## src/rtl/data_frame_rx_pkg.sv

```systemverilog
// Shared constants for the 3-word Data_FSM frame link.
// The TX side uses the same encodings.
package data_frame_rx_pkg;

  localparam int DATA_WIDTH_DEF = 32;
  localparam int FRAME_WORDS    = 3;
  localparam logic [3:0] KEEP_ALL = 4'hF;

  typedef enum logic [1:0] {
    W0      = 2'd0,
    W1      = 2'd1,
    W2      = 2'd2,
    DISCARD = 2'd3
  } rx_state_t;

  localparam logic [1:0] ERR_NONE  = 2'b00;
  localparam logic [1:0] ERR_SHORT = 2'b01;
  localparam logic [1:0] ERR_LONG  = 2'b10;
  localparam logic [1:0] ERR_KEEP  = 2'b11;

endpackage

```

## src/rtl/data_frame_rx_sat_counter.sv

```systemverilog
// Frame counter that sticks at all-ones instead of wrapping.
module sat_counter #(
  parameter int W = 16
) (
  input  logic         clk,
  input  logic         reset,
  input  logic         inc,
  output logic [W-1:0] cnt
);

  always_ff @(posedge clk or negedge reset) begin
    if (!reset) begin
      cnt <= '0;
    end else if (inc && (cnt != {W{1'b1}})) begin
      cnt <= cnt + {{(W-1){1'b0}}, 1'b1};
    end
  end

endmodule

```

## src/rtl/data_frame_rx.sv

```systemverilog
// Receive side of the 3-word frame link: unpacks good frames atomically,
// drops and classifies malformed ones, and counts both.
module data_frame_rx
  import data_frame_rx_pkg::*;
#(
  parameter int DATA_WIDTH = DATA_WIDTH_DEF,
  parameter int CNT_WIDTH  = 16
) (
  input  logic                    clk,
  input  logic                    reset,
  input  logic [DATA_WIDTH-1:0]   s_data,
  input  logic                    s_valid,
  input  logic                    s_last,
  input  logic [DATA_WIDTH/8-1:0] s_keep,
  output logic                    s_ready,
  input  logic                    hold,
  output logic [DATA_WIDTH-1:0]   data_1,
  output logic [DATA_WIDTH-1:0]   data_2,
  output logic [DATA_WIDTH-1:0]   data_3,
  output logic                    frame_done,
  output logic                    frame_err,
  output logic [1:0]              err_code,
  output logic [CNT_WIDTH-1:0]    frame_cnt,
  output logic [CNT_WIDTH-1:0]    err_cnt
);

  rx_state_t             state;
  logic [DATA_WIDTH-1:0] shadow [FRAME_WORDS-1];
  logic                  keep_bad;
  logic                  keep_bad_now;
  logic                  beat;
  logic                  commit;
  logic                  drop;

  assign s_ready      = reset & ~hold;
  assign beat         = s_valid & s_ready;
  assign keep_bad_now = keep_bad | ~(&s_keep);

  // Commit/drop decided on the final beat so counters and pulses share an edge.
  always_comb begin
    commit = 1'b0;
    drop   = 1'b0;
    if (beat && s_last) begin
      case (state)
        W0, W1:  drop = 1'b1;
        W2: begin
          if (keep_bad_now) drop   = 1'b1;
          else              commit = 1'b1;
        end
        DISCARD: drop = 1'b1;
        default: drop = 1'b0;
      endcase
    end
  end

  // The third word goes straight from the stream to data_3, so only two
  // shadow words are needed to make the commit atomic.
  always_ff @(posedge clk or negedge reset) begin
    if (!reset) begin
      state      <= W0;
      keep_bad   <= 1'b0;
      for (int i = 0; i < FRAME_WORDS - 1; i++) shadow[i] <= '0;
      data_1     <= '0;
      data_2     <= '0;
      data_3     <= '0;
      frame_done <= 1'b0;
      frame_err  <= 1'b0;
      err_code   <= ERR_NONE;
    end else begin
      frame_done <= commit;
      frame_err  <= drop;
      if (beat) begin
        case (state)
          W0: begin
            shadow[0] <= s_data;
            keep_bad  <= ~(&s_keep);
            if (s_last) err_code <= ERR_SHORT;
            else        state    <= W1;
          end
          W1: begin
            shadow[1] <= s_data;
            keep_bad  <= keep_bad_now;
            if (s_last) begin
              err_code <= ERR_SHORT;
              state    <= W0;
            end else begin
              state    <= W2;
            end
          end
          W2: begin
            if (s_last) begin
              if (keep_bad_now) begin
                err_code <= ERR_KEEP;
              end else begin
                data_1 <= shadow[0];
                data_2 <= shadow[1];
                data_3 <= s_data;
              end
              state <= W0;
            end else begin
              state <= DISCARD;
            end
          end
          DISCARD: begin
            if (s_last) begin
              err_code <= ERR_LONG;
              state    <= W0;
            end
          end
          default: state <= W0;
        endcase
      end
    end
  end

  sat_counter #(.W(CNT_WIDTH)) u_good_cnt (
    .clk   (clk),
    .reset (reset),
    .inc   (commit),
    .cnt   (frame_cnt)
  );

  sat_counter #(.W(CNT_WIDTH)) u_err_cnt (
    .clk   (clk),
    .reset (reset),
    .inc   (drop),
    .cnt   (err_cnt)
  );

endmodule
```

## config.mk

```make
export PLATFORM = sky130hd
export DESIGN_NAME = data_frame_rx
export DESIGN_NICKNAME = d
export VERILOG_FILES = /design/src/rtl/data_frame_rx_pkg.sv /design/src/rtl/data_frame_rx_sat_counter.sv /design/src/rtl/data_frame_rx.sv
export SDC_FILE = /design/constraint.sdc
export NUM_CORES = 1
export LEC_CHECK = 0
export ABC_AREA = 1
export CORE_MARGIN = 1.5
export CORE_UTILIZATION = 46
export DETAILED_ROUTE_END_ITERATION = 7
export PLACE_DENSITY = 0.76
export SYNTH_ARGS = -nofsm -noshare
export SYNTH_HDL_FRONTEND = slang
export SYNTH_SLANG_ARGS = --single-unit
```

## constraint.sdc

```tcl
create_clock -name clk -period 1.37 [get_ports clk]
set_input_delay 0.2055 -clock clk [delete_from_list [all_inputs] [get_ports clk]]
set_output_delay 0.2055 -clock clk [all_outputs]
set_load 0.005 [all_outputs]
```

==> Word-level counts from Yosys, hierarchy flattened <==
Index checks and enable logic that the tools add are counted.
{ "totals": {"output_inout_bits": 133, "regBits": 199} }
{ "classes": {"n_mux": 17, "n_reduce_logical": 14, "n_addsub": 2, "bitwise": 6, "n_eq_ne": 10} }
{ "ops": {"columns": ["cell", "count"], "rows": [
  ["16-bit by 1-bit adder with 16-bit output, second input constant", 2],
  ["16-bit != test, second input constant", 2],
  ["2-bit 2-to-1 mux", 8],
  ["2-bit != test, second input constant", 4],
  ["2-bit case mux with 4 select lines", 1],
  ["4-bit AND reduction", 2],
  ["2-bit case mux with 3 select lines", 1],
  ["2-bit AND reduction", 3],
  ["1-bit 2-to-1 mux", 5],
  ["5-bit AND reduction", 1],
  ["2-bit equality test, second input constant", 2],
  ["1-bit case mux with 2 select lines", 2],
  ["1-bit logical AND", 3],
  ["1-bit inverter", 3],
  ["3-bit AND reduction", 1],
  ["3-bit OR reduction", 1],
  ["1-bit bitwise AND", 2],
  ["2-bit by 1-bit equality test with 1-bit output, second input constant", 1],
  ["2-bit logical NOT", 1],
  ["2-bit by 1-bit != test with 1-bit output, second input constant", 1],
  ["2-bit nonzero test", 1],
  ["2-bit OR reduction", 1],
  ["1-bit bitwise OR", 1]
]} }

==> Longest topological paths before layout <==
{ "logic_depth": {"word_depth": 7, "depth_mapped": 10} }

==> By module <==
From an unflattened synthesis, not the netlist that was laid out.
{ "hier_totals": {"hier_cells": 1037, "hier_area_um2": 8714.6} }
{ "by_module_without_submodules": {"columns": ["mod", "cells_per_inst", "area_each_um2", "n_inst"], "rows": [
  ["data_frame_rx", 739, 6597.6, 1],
  ["sat_counter", 149, 1058.5, 2]
]} }

==> Worst setup path after synthesis <==
No wires, ideal clock.
{ "synth_timing": {"path_type": "flip-flop to flip-flop", "start": "reg u_err_cnt.cnt[0]", "end": "reg u_err_cnt.cnt[3]", "path_slack_ns": -0.175, "period_less_slack_ns": 1.545, "required_ns": 1.296, "setup_ns": 0.074, "stages_incl_launch_ff": 10, "arrival_time_ns": 1.471, "path_buffers": 1, "cell_sequence": "dfrtp_1 > ha_1 > nand2_1 > nor2_2 > nand2_1 > nor2_1 > nor2_2 > buf_6 > nand2_1 > o21ai_2"} }
{ "synth_via": {"elab_chain_cells": 2, "word_cells_on_any_way": 3, "classes_between": "add/sub (1); eq/ne (1); reduce/logical (1)"} }
{ "synth_lines": {"columns": ["element", "line", "text"], "rows": [
  ["start: declaration", "data_frame_rx_sat_counter.sv:8", "output logic [W-1:0] cnt"],
  ["start signal: assignment", "data_frame_rx_sat_counter.sv:15", "cnt <= cnt + {{(W-1){1'b0}}, 1'b1};"],
  ["parallel branches: the longest is 2 deep, another holds 16-bit by 1-bit adder with 16-bit output", null, null]
]} }
Several ways; the timed one is not identified.
A chain may end at the register's enable or synchronous reset.

==> Worst setup path in the final report <==
{ "layout_timing": {"start": "reg u_err_cnt.cnt[0]", "end": "reg u_err_cnt.cnt[6]"} }
Same word-level chain as after synthesis.

==> flow_summary.toml <==
[clocking]
cts.path.max_buffers = 2
cts_tree = "built"
insertion_delay_ps = 430
cts_sinks = 199
cts.clk_slew.worst_paths_ps = 80
root_buffer = "clkbuf_16"
numCtsBuffers = 17
h-tree-depth = 4

[synth]
yosysWarnings = 0
syn_nets = 985
synthCells = 942
synth_edf_count = 0
syn_area_um2 = 8310
ys_seq_area_share_pct = 60.0
ys_ff_latch = 199
ys.flop_type = "dfrtp_1"
ys_async_sr_fraction_pct = 100
syn_avg_cell_area_um2 = 8.82
ys_types = 27

[global_routing]
antenna_found_initial = 0
grt_pass1_vias = 7779
grt_pass1_wl_um = 39000
track_usage_pct = 27.2
grt_start_max_net_pins = 98
overflow = 0

[sta]
fmax_mhz = 609
finalHoldViolations = 0
post-route-period-util_pct = 120
max_slew_margin_pct = 64.5
slew_viol_final = 0
worstMarginPinSlew_ps = 532
rsz0062_at_grt = "true"
fin_skew_ps = 9.49
fin_ws_ps = -272
finalSetupViolations = 156
fin_crit_ps = 1640

[power]
max-vdd-ir-drop_v = 0.000955
total_leakage_power_nw = 7.00
cellPowerDensity_nw_per_um2 = 1180

[job]
drv_cap = 0

[critical_path]
crit_fanout = 9
endpoint_kind = "flop"
slowest_stage = "dfrtp_1"
crit_path_frequent_cell = "nor2_4"
crit_type = "reg -> reg"
cpPeakStageDelay_ps = 410
path_cells = "buf_6 > ha_4 > nand2_4 > nor2_4 > nand2_2 > nor2_4 > nor2_4 > buf_6 > inv_8 > nand2_1 > nand2_2"
r2r_slack_ps = -270
worstPathBufferInverterCount = 3
cp_top_family = "simple AND/OR/NAND/NOR gates"
arrival_ps = 1960
cp-start-kind = "flop"
worstPathRequired_ps = 1690

[route]
vias = 7777
top_layer_used = "met4"
wl_met1_um = 10300
via_per_inst = 5.14
wl_per_cell_um = 17.5
drtIter0Drc = 515
final_antenna_net_count = 0
drt-total-wl_um = 26400
met3_length_um = 1630
drcViolationCount = 0
firstDrtPassIters = 4
wl_met2_um = 13600

[layout]
diodes = 0
drive_gt1_share_pct = 29.0
final_cells = 1513
syn_to_final_growth_pct = 56.1
final_nets = 1318
fin_util_pct = 74.2

[status]
outcome = "complete, but fails checks"
violations = "negative setup slack"

[floorplanning]
initial_utilization_pct = 47.5
num_rows = 48
die-area_um2 = 18900
die_x_um = 137
ioPinCount = 174
core_um2 = 17500
die_h_um = 137

[place]
port_buffers = 173
gp_congestion = 0.880
dp_cells = 1378
dp_hpwl_um = 13900

[min_path]
hp-class = "in -> async"
[worst paths after layout]
check,start,endpoint,depth (start not counted)
max,u_err_cnt.cnt[0]$_DFFE_PN0P_,u_err_cnt.cnt[6]$_DFFE_PN0P_,11
min,reset,data_1[5]$_DFFE_PN0P_,3
max reg2reg,u_err_cnt.cnt[0]$_DFFE_PN0P_,u_err_cnt.cnt[6]$_DFFE_PN0P_,11
min reg2reg,data_1[21]$_DFFE_PN0P_,data_1[21]$_DFFE_PN0P_,2
max in group asynchronous,reset,data_1[23]$_DFFE_PN0P_,4
min in group clk,s_data[1],shadow[1]$_DFFE_PN0P_,3
[per-stage QoR]
| step | setup TNS, ps | setup slack [ps] | power (mW) | area, um2 | hold slack (ps) |
|---|---|---|---|---|---|
| 6_report | -20910 | -272 | 15.2 | 13000 | 350 |
| 5_1_grt | -31950 | -325 | 16.0 | 13000 | 354 |
| 4_1_cts | -16200 | -169 | 14.9 | 12500 | 343 |
| 3_5_place_dp | -75400 | -469 | 9.92 | 10800 | 256 |
| 3_3_place_gp | -71360 | -427 | 9.78 | 10800 | 257 |
| 2_1_floorplan | -5270 | -138 | 8.69 | 8360 | -90.1 |
[layer usage]
metal / up-vias / GRT usage (%)
met5: - / 0
met4: 0 / 13.7
met3: 70 / 6.88
li1: 3609 / -
met2: 282 / 46.7
met1: 3816 / 31.6
[layout make-up]
type / instances / area (um2)
clock buffers: 18 / 439
clock inverters: 14 / 118
well taps: 225 / 282
repair buffers: 352 / 3600
fillers: 1204 / 4520
inverters: 93 / 367
multi-input cells: 612 / 3170
flip-flops and latches: 199 / 4980
[repair_timing]
action,4_1_cts,5_1_grt
setup buffers,82,14
pin swaps,32,18
gates cloned,10,11
endpoints found under the setup margin,289,199
resized for setup,297,136
hold buffers,1,0
endpoints found under the hold margin,16,0
[layout by cell type, fill, tap and decap left out, types with 3 or more instances in the layout]
cell,instances
nor2_4,11
dfrtp_1,198
xnor2_1,4
nor2_2,9
buf_16,11
nor2_1,20
clkbuf_16,28
dlygate4sd2_1,105
clkdlybuf4s50_1,38
nand2_2,58
o21ai_0,47
clkinvlp_4,4
clkinv_4,3
nand4_1,9
buf_4,98
nand3_1,12
nand2_4,13
clkbuf_2,15
buf_6,52
nand2_1,313
buf_12,12
inv_1,88
xor2_1,8
o21ai_1,67
o21ai_2,27
inv_8,5
buf_2,5
nand3_2,3
[state kept, by name, indices dropped and copies added (netlist names)]
register / cells
data_3: 32
u_err_cnt.cnt: 16
data_1: 32
err_code: 2
state: 2
u_good_cnt.cnt: 16
frame_done: 1
shadow: 64
data_2: 32
frame_err: 1
keep_bad: 1
[where the power goes]
part	switching, mW	leakage, nW	total [mW]	internal [mW]
combinational	1.57	4.10	2.96	1.39
clock	2.33	0.265	4.75	2.42
sequential	0.540	2.64	7.54	7.00
total	4.43	7.00	15.2	10.8
[cell usage after synthesis (2+ instances only)]
master | instances | area share [%]
clkbuf_1 | 9 | 0.41
ha_1 | 2 | 0.30
nor2_2 | 3 | 0.23
o21ai_2 | 10 | 1.1
nand3_1 | 16 | 0.96
xor2_1 | 8 | 0.84
nor2_1 | 35 | 1.6
o21ai_1 | 61 | 3.7
buf_6 | 14 | 1.9
o21ai_0 | 71 | 4.3
nand4_1 | 9 | 0.68
nand2_2 | 3 | 0.23
inv_2 | 3 | 0.14
inv_1 | 89 | 4.0
xnor2_1 | 4 | 0.42
dfrtp_1 | 199 | 60
nand2_1 | 381 | 17
nor2_4 | 2 | 0.27
buf_2 | 15 | 0.90
[logic make-up (layout without fill, tap and decap cells)]
kind of cell / after synthesis / after routing / share of synthesized area, %
AO/OA/AOI/OAI: 146 / 146 / 9.45
XOR/XNOR: 12 / 12 / 1.27
adder cells (fa/ha/maj): 2 / 2 / 0.301
buffers and inverters: 131 / 477 / 7.44
flip-flops: 199 / 199 / 60.0
AND/OR/NAND/NOR: 452 / 452 / 21.6
[worst reg2reg max path: cells and delay by family, from the launching register on]
| family | cells | cell delay (ps) |
|---|---|---|
| AND/OR/NAND/NOR | 7 | 630 |
| flip-flops | 1 | 410 |
| buffers and inverters | 3 | 330 |
| adder cells (fa/ha/maj) | 1 | 160 |
(Power assumes the default switching activity.)
